<file path="src/rtl/elelock_pkg.sv">
// elelock_pkg: shared state encoding, empty-key marker and one-hot keypad decoder for the lock
package elelock_pkg;
    typedef enum logic [1:0] {LOCKED = 2'd0, OPEN = 2'd1, PROGRAM = 2'd2, LOCKOUT = 2'd3} lk_state_t;
    localparam logic [3:0] KEY_NONE = 4'hF;
    function automatic logic [3:0] keyenc(input logic [9:0] k);
        logic [3:0] code;
        int n;
        code = KEY_NONE;
        n = 0;
        for (int i = 0; i < 10; i++) begin
            if (k[i]) begin
                n++;
                code = 4'(i);
            end
        end
        return (n == 1) ? code : KEY_NONE;
    endfunction
endpackage

</file>
<file path="src/rtl/elelock_multi_capture.sv">
// keypad_capture: accepts a key only on the first cycle it appears as a clean one-hot press
module keypad_capture
    import elelock_pkg::*;
(
    input  logic       clk,
    input  logic       rst,
    input  logic [9:0] tenkey,
    output logic       key_valid,
    output logic [3:0] key_bcd
);
    logic [9:0] tenkey_q;
    always_ff @(posedge clk) begin
        if (rst) tenkey_q <= '0;
        else tenkey_q <= tenkey;
    end
    assign key_bcd = keyenc(tenkey);
    assign key_valid = (key_bcd != KEY_NONE) && (tenkey_q == '0);
endmodule

</file>
<file path="src/rtl/elelock_multi.sv">
// elelock_multi: keypad door lock with code buffer, failed-attempt lockout and secret reprogramming
module elelock_multi
    import elelock_pkg::*;
#(
    parameter int DIGITS = 4,
    parameter logic [DIGITS*4-1:0] SECRET = 16'h1234,
    parameter int MAX_FAIL = 3,
    parameter int LOCKOUT_CYCLES = 1000
) (
    input  logic       clk,
    input  logic       rst,
    input  logic [9:0] tenkey,
    input  logic       enter,
    input  logic       close,
    input  logic       prog,
    output logic       lock,
    output logic       alarm,
    output logic [3:0] fail_cnt,
    output logic [1:0] state_o
);
    localparam int BW = DIGITS * 4;
    localparam int DW = $clog2(DIGITS + 1);
    localparam int TW = $clog2(LOCKOUT_CYCLES + 1);
    localparam logic [BW-1:0] CLR = {DIGITS{KEY_NONE}};
    localparam logic [DW-1:0] FULL = DW'(DIGITS);
    localparam logic [TW-1:0] TINIT = TW'(LOCKOUT_CYCLES - 1);
    lk_state_t state, state_n;
    logic [BW-1:0] dbuf, dbuf_n, secret_q, secret_n;
    logic [DW-1:0] dcnt, dcnt_n;
    logic [TW-1:0] timer, timer_n;
    logic [3:0] fail_n;
    logic key_valid;
    logic [3:0] key_bcd;
    keypad_capture u_cap (
        .clk(clk),
        .rst(rst),
        .tenkey(tenkey),
        .key_valid(key_valid),
        .key_bcd(key_bcd)
    );
    always_comb begin
        state_n = state;
        dbuf_n = dbuf;
        dcnt_n = dcnt;
        secret_n = secret_q;
        fail_n = fail_cnt;
        timer_n = timer;
        if (key_valid && (state == LOCKED || state == PROGRAM)) begin
            dbuf_n = {dbuf[BW-5:0], key_bcd};
            dcnt_n = (dcnt == FULL) ? dcnt : dcnt + 1'b1;
        end
        // exits below overwrite the shift, so a key coinciding with enter/close is dropped
        case (state)
            LOCKED: if (enter) begin
                dbuf_n = CLR;
                dcnt_n = '0;
                if (dcnt == FULL && dbuf == secret_q) begin
                    state_n = OPEN;
                    fail_n = '0;
                end else begin
                    fail_n = fail_cnt + 1'b1;
                    if (fail_n == 4'(MAX_FAIL)) begin
                        state_n = LOCKOUT;
                        timer_n = TINIT;
                    end
                end
            end
            OPEN: if (close || prog) begin
                state_n = close ? LOCKED : PROGRAM;
                dbuf_n = CLR;
                dcnt_n = '0;
            end
            PROGRAM: if (close || enter) begin
                state_n = close ? LOCKED : OPEN;
                secret_n = (!close && dcnt == FULL) ? dbuf : secret_q;
                dbuf_n = CLR;
                dcnt_n = '0;
            end
            LOCKOUT: if (timer == '0) begin
                state_n = LOCKED;
                fail_n = '0;
                dbuf_n = CLR;
                dcnt_n = '0;
            end else begin
                timer_n = timer - 1'b1;
            end
        endcase
    end
    always_ff @(posedge clk) begin
        if (rst) begin
            state <= LOCKED;
            dbuf <= CLR;
            dcnt <= '0;
            secret_q <= SECRET;
            fail_cnt <= '0;
            timer <= '0;
            lock <= 1'b1;
            alarm <= 1'b0;
        end else begin
            state <= state_n;
            dbuf <= dbuf_n;
            dcnt <= dcnt_n;
            secret_q <= secret_n;
            fail_cnt <= fail_n;
            timer <= timer_n;
            lock <= (state_n == LOCKED) || (state_n == LOCKOUT);
            alarm <= (state_n == LOCKOUT);
        end
    end
    assign state_o = state;
endmodule

</file>
<file path="config.mk">
export PLATFORM = sky130hd
export DESIGN_NAME = elelock_multi
export DESIGN_NICKNAME = d
export VERILOG_FILES = /design/src/rtl/elelock_pkg.sv /design/src/rtl/elelock_multi_capture.sv /design/src/rtl/elelock_multi.sv
export SDC_FILE = /design/constraint.sdc
export NUM_CORES = 1
export LEC_CHECK = 0
export CORE_UTILIZATION = 40
export CTS_CLUSTER_SIZE = 16
export DETAILED_ROUTE_END_ITERATION = 7
export GPL_ROUTABILITY_DRIVEN = 1
export PLACE_DENSITY_LB_ADDON = 0.05
export SLEW_MARGIN = 20
export SYNTH_ARGS = -nofsm -noshare
export SYNTH_HDL_FRONTEND = slang
export SYNTH_HIERARCHICAL = 1
export SYNTH_SLANG_ARGS = --single-unit
</file>
<file path="constraint.sdc">
create_clock -name clk -period 20.8 [get_ports clk]
set_input_delay 5.2 -clock clk [delete_from_list [all_inputs] [get_ports clk]]
set_output_delay 5.2 -clock clk [all_outputs]
set_load 0.01 [all_outputs]
</file>
; Yosys cells after proc, flatten, opt, wreduce, memory -nomap -nowiden
; Index checks and enable logic that the tools add are counted.
[totals]
regBits = 63
in_bits = 15
output_inout_bits = 8
word_cells = 104
[op_classes]
n_addsub = 12
eq_ne = 14
muxes = 52
n_reduce_logical = 17
[ops]
columns = operator, n
row1 = 32-bit 2-to-1 mux, 9
row2 = 32-bit by 2-bit adder with 32-bit output (second input constant), 8
row3 = 16-bit 2-to-1 mux, 5
row4 = 16-bit case mux with 4 select lines, 1
row5 = 4-bit 2-to-1 mux, 14
row6 = 10-bit 2-to-1 mux, 4
row7 = 32-bit by 2-bit equality test with 1-bit output (second input constant), 1
row8 = 10-bit logical NOT, 2
row9 = 10-bit case mux with 2 select lines, 1
row10 = 3-bit 2-to-1 mux, 6
row11 = 16-bit equality test, 1
row12 = 2-bit 2-to-1 mux, 7
row13 = 3-bit case mux with 4 select lines, 1
row14 = 10-bit by 1-bit subtractor with 10-bit output (second input constant), 1
row15 = 2-bit inequality test (second input constant), 4
row16 = 2-bit case mux with 4 select lines, 1
row17 = 4-bit case mux with 2 select lines, 1
row18 = 2-bit equality test (second input constant), 3
row19 = 3-bit AND reduction, 2
row20 = 5-bit AND reduction, 1
row21 = 4-bit by 1-bit adder with 4-bit output (second input constant), 1
row22 = 4-bit by 2-bit equality test with 1-bit output (second input constant), 1
row23 = 1-bit logical AND, 4
row24 = 2-bit logical NOT, 2
row25 = 10 further kinds, 14

; Longest topological paths before layout
[depth]
word_depth = 27
ltp_mapped = 33
depth_no_buf = 32

; Modules after synthesis
; Netlist, hierarchy kept.
[by_module_without_submodules]
columns = mod, n_inst, cells_per_inst, area_per_inst_um2, seq_area_each_um2
row1 = elelock_multi, 1, 318, 2625.0, 1061.0
row2 = keypad_capture, 1, 166, 1372.6, 200.2

; Worst setup path before layout
; No wires, ideal clock.
[synth_path]
kind = in2reg
from = in tenkey[0]
to = reg dbuf[10]
setup_ps = 60
t_arrival_ps = 10911
t_required_ps = 20740
slack_ps = 9829
stages = 31
n_path_buf = 2
cell_sequence = inv_1 -> ha_1 -> xor2_1 -> ha_1 -> nand2_1 -> nand2_1 -> ha_1 -> nand2_1 -> o21ai_0 -> or2_2 -> ha_1 -> nor2b_1 -> nor2_1 -> ha_1 -> nand2_1 -> nand2_1 -> ha_1 -> a21oi_1 -> nand2_1 -> ha_1 -> nor2_1 -> a31oi_1 -> ha_1 -> nor4_1 -> a31oi_2 -> nor4b_4 -> nor2b_1 -> clkbuf_1 -> clkbuf_1 -> nand2_1 -> nand3_2
[synth_between]
elab_chain_len = 27
word_cells_on_any_way = 40
classes_between = add/sub: 9 / eq/ne: 2 / mux: 27 / reduce/logical: 2
[synth_lines]
columns = element, line
row1 = start: declaration, elelock_multi.sv:12  ; input logic [9:0] tenkey,
row2 = 1-bit 2-to-1 mux, elelock_pkg.sv:11  ; if (k[i]) begin
row3 = 1-bit by 1-bit adder with 2-bit output, elelock_pkg.sv:12  ; n++;
row4 = 32-bit 2-to-1 mux, elelock_pkg.sv:11
row5 = 32-bit by 2-bit adder with 32-bit output, elelock_pkg.sv:12
row6 = 32-bit 2-to-1 mux, elelock_pkg.sv:11
row7 = 32-bit by 2-bit adder with 32-bit output, elelock_pkg.sv:12
row8 = 32-bit 2-to-1 mux, elelock_pkg.sv:11
row9 = 32-bit by 2-bit adder with 32-bit output, elelock_pkg.sv:12
row10 = [12 not listed], --
row11 = 4-bit 2-to-1 mux (*), elelock_pkg.sv:16  ; return (n == 1) ? code : KEY_NONE;
row12 = 4-bit inequality test (*), elelock_multi_capture.sv:17  ; assign key_valid = (key_bcd != KEY_NONE) && (tenkey_q == '0);
row13 = 1-bit logical AND (*), elelock_multi_capture.sv:17
row14 = net key_valid, elelock_multi.sv:32  ; logic key_valid;
row15 = 1-bit logical AND (*), elelock_multi.sv:48  ; if (key_valid && (state == LOCKED || state == PROGRAM)) begin
row16 = 16-bit 2-to-1 mux (*), elelock_multi.sv:48
row17 = 16-bit 2-to-1 mux (on tied branches), --
row18 = 16-bit case mux with 4 select lines (*), elelock_multi.sv:53  ; case (state)
row19 = end signal: assignment, elelock_multi.sv:101  ; dbuf <= dbuf_n;
row20 = end: declaration, elelock_multi.sv:28  ; logic [BW-1:0] dbuf, dbuf_n, secret_q, secret_n;
; Mark *: on every way through the listed nets, which the timed path passes. The rest lies on a longest branch.
; A chain may end at the register's enable or synchronous reset.

; Final worst setup path
[layout_path]
from = in tenkey[0]
to = reg dcnt[2]
[layout_between]
elab_chain_len = 27
word_cells_on_any_way = 40
classes_between = add/sub: 9 / eq/ne: 2 / mux: 27 / reduce/logical: 2
[layout_lines]
columns = element, line
row1 = 1-bit 2-to-1 mux, elelock_pkg.sv:11
row2 = 1-bit by 1-bit adder with 2-bit output, elelock_pkg.sv:12
row3 = 32-bit 2-to-1 mux, elelock_pkg.sv:11
row4 = 32-bit by 2-bit adder with 32-bit output, elelock_pkg.sv:12
row5 = 32-bit 2-to-1 mux, elelock_pkg.sv:11
row6 = 32-bit by 2-bit adder with 32-bit output, elelock_pkg.sv:12
row7 = 32-bit 2-to-1 mux, elelock_pkg.sv:11
row8 = 32-bit by 2-bit adder with 32-bit output, elelock_pkg.sv:12
row9 = [12 not listed], --
row10 = 4-bit 2-to-1 mux (*), elelock_pkg.sv:16
row11 = 4-bit inequality test (*), elelock_multi_capture.sv:17
row12 = 1-bit logical AND (*), elelock_multi_capture.sv:17
row13 = net key_valid, elelock_multi.sv:32
row14 = 1-bit logical AND (*), elelock_multi.sv:48
row15 = 3-bit 2-to-1 mux (*), elelock_multi.sv:48
row16 = 3-bit 2-to-1 mux (on tied branches), --
row17 = 3-bit case mux with 4 select lines (*), elelock_multi.sv:53
row18 = end signal: assignment, elelock_multi.sv:102  ; dcnt <= dcnt_n;
row19 = end: declaration, elelock_multi.sv:29  ; logic [DW-1:0] dcnt, dcnt_n;
; Marked as above.

==> run summary <==
status -> finished, final reports clean
Setup CP Type -> in2reg
Clock Tree Buf Depth -> 2
ys async rst share -> 0
crit path launch type -> primary input
Syn. warnings -> 6
Leak -> 1.74 nW
nets -> 527
Max Slew Vio Count -> 0
depth of the CTS H-tree -> 3
reg2reg end -> dcnt[2]$_SDFF_PP0_
RSZ-0062 raised after global routing -> no
gr ovfl total -> 0
final setup TNS -> 0 ns
final core occ -> 0.463
Core Footprint -> 9730 µm²
CTS buffer count -> 9
die height -> 102 µm
total wire length -> 8.81 mm
ys flop type -> dfxtp_1
Max VDD drop -> 0.0318 mV
clock-pin slew on the worst setup and hold paths -> 0.09 ns
Pwr Density -> 77.4 nW/µm²
io pins -> 23
Final min period -> 11.74 ns
port bufs -> 22
post_cts resized -> 0
reg2reg start -> u_cap/tenkey_q[1]$_SDFF_PP0_
Iter 0 DRT Violations -> 119
layout cells sized above 1 -> 0.122
CP arrival -> 11.95 ns
CTS sink count -> 63
CTS tree -> built
CP max FO -> 21
initial antenna violation count -> 0
EDFF count, synth -> 0
period utilisation layout -> 0.564
Max Fclk -> 85.2 MHz
hold path depth -> 2
DR WL/cell -> 13.9 µm
GPL Wtd Cong -> 0.818
critical path's largest stage delay -> 0.51 ns
total iterations of the first detailed-routing run -> 4
Reg2Reg Setup Slack -> 18.09 ns
Root Driver -> clkbuf_8
vias in the first global route -> 3115
die area -> 10400 µm²
post-route DRC violation count -> 0
P&R area growth vs syn -> 12.7%
Most common cell on crit path -> ha_1
die width -> 102 µm
Reg2Reg Depth -> 8
Initial Utilization -> 0.411
clk_skew -> 0.0174 ns
final antenna diode count -> 0
flops & latches, synth -> 63
post-route ant nets -> 0
Vias -> 3325
share of Yosys cell area claimed by the top area cell type -> 0.315
Row Count -> 36
MaxCap Viol Count -> 0
Hold Path End -> secret_q[6]$_SDFFE_PP0P_
via-per-instance ratio -> 5.24
dpl hpwl -> 6.24 mm
first-pass GRT wire length -> 14.9 mm
Syn Nets -> 515
Hold-fix buffers, CTS -> 0
worst min path class -> reg2reg
Crit. End Element -> register
Tot GR Track Use -> 0.182
Setup violations, final -> 0
Unique masters post-synth -> 79
cell taking the most area after synthesis -> dfxtp_1
Synth Instances -> 484
worst relative slew slack -> 0.382
Skew-Pair Late Insertion Delay -> 0.35 ns
synth cell count leaders -> 101 x nand2_1, 63 x dfxtp_1, 32 x nor2_1
hold path startpoint -> secret_q[6]$_SDFFE_PP0P_
largest net degree at the start of global routing -> 44
sequential-to-total area share from yosys stat -> 0.315
WP data required -> 21.01 ns
Crit-path slowest cell -> clkdlybuf4s50_1
top cells by area, synth -> dfxtp_1 32%, nand2_1 9.5%, ha_1 5.0%, xor2_1 4.6%, nor2_1 3.0%
syn_area_per_cell -> 8.26 µm²
# Post-CTS Setup Buffers -> 0
most common cell in the netlist -> nand2_1
Final Hold Vio Count -> 0
Mapped Area -> 4000 µm²
Worst Max-Slew Pin Slew -> 0.923 ns
critical path, delay by kind of cell:
| kind | cells | cell delay (ns) |
|---|---|---|
| xor+xnor | 1 | 0.19 |
| buf+inv | 3 | 0.83 |
| simple gates | 13 | 1.80 |
| compound gates | 6 | 1.24 |
| fa+ha+maj | 8 | 2.36 |
| mux | 1 | 0.30 |
per-layer routing:
layer / vias to the layer above / routed length [µm] / share of wire / track usage
met4: 0 / 125 / 0.014 / 0.0604
met1: 1537 / 4520 / 0.51 / 0.247
met5: - / 0 / 0 / 0
met2: 43 / 3890 / 0.44 / 0.288
met3: 14 / 277 / 0.031 / 0.0363
li1: 1731 / - / - / -
report_power, final:
group / switching [mW] / internal (mW)
Sequential: 0.00243 / 0.123
Clock: 0.0537 / 0.0813
Combinational: 0.0512 / 0.0370
Total: 0.107 / 0.242
per-stage QoR:
| step | instances | power, mW | area (µm²) | hold WS, ns | worst slack [ns] |
|---|---|---|---|---|---|
| after floorplan | 484 | 0.200 | 4000 | 0.448 | 9.83 |
| after global placement | 618 | 0.215 | 4260 | 0.454 | 9.06 |
| after detailed placement | 618 | 0.216 | 4260 | 0.460 | 8.76 |
| after CTS | 634 | 0.352 | 4510 | 0.471 | 9.08 |
| after global routing | 634 | 0.369 | 4510 | 0.496 | 8.52 |
| final | 634 | 0.349 | 4510 | 0.470 | 9.06 |
worst max path at each step:
| stage | startpoint | endpoint |
|---|---|---|
| floorplan | tenkey[0] | dbuf[10]$_SDFF_PP1_ |
| CTS | tenkey[0] | dcnt[2]$_SDFF_PP0_ |
| global route | tenkey[0] | dcnt[2]$_SDFF_PP0_ |
| finish | tenkey[0] | dcnt[2]$_SDFF_PP0_ |
| global placement | tenkey[0] | dcnt[2]$_SDFF_PP0_ |
| detailed placement | tenkey[0] | dcnt[2]$_SDFF_PP0_ |
sequential cells by signal, summed over array words and instances (netlist names):
signal and flops:
dbuf 16, secret_q 16, timer 10, u_cap/tenkey_q 10
fail_cnt 4, dcnt 3, state_o 2, alarm 1
lock 1
kinds of logic after synthesis:
family,Yosys count,share of synthesized area
simple gates,248,0.328
compound gates,82,0.159
xor+xnor,33,0.0889
mux,1,0.00344
flops,63,0.315
fa+ha+maj,17,0.0526
buf+inv,40,0.0526
final cells by class:
type | count | area [µm²]
Tap cell | 133 | 166
Inverter | 17 | 63.8
Clock buffer | 9 | 124
Sequential cell | 63 | 1260
Timing Repair Buffer | 24 | 230
Multi-Input combinational cell | 381 | 2530
Fill cell | 1026 | 5220
Clock inverter | 7 | 125
cell usage in the layout (no fill, tap or decap), types with 3 or more instances in the layout:
cell type        count
nand3_2             10
ha_1                16
nand2_1            101
nor2b_1             10
o31ai_1              6
nand3_1             22
a2111oi_2            4
a211oi_1             5
inv_1               16
nand4_1              4
clkdlybuf4s50_1     21
xnor2_1              7
nor2_1              32
nor4_1              13
bufinv_16            3
o21a_1               4
clkbuf_8             9
o21ai_0              9
inv_6                4
a31oi_1              4
dfxtp_1             63
and3_1               6
nand2b_1             8
xor2_1              21
a21oi_1             23
nor3_1              16
Power figures use the tool's default switching activity.
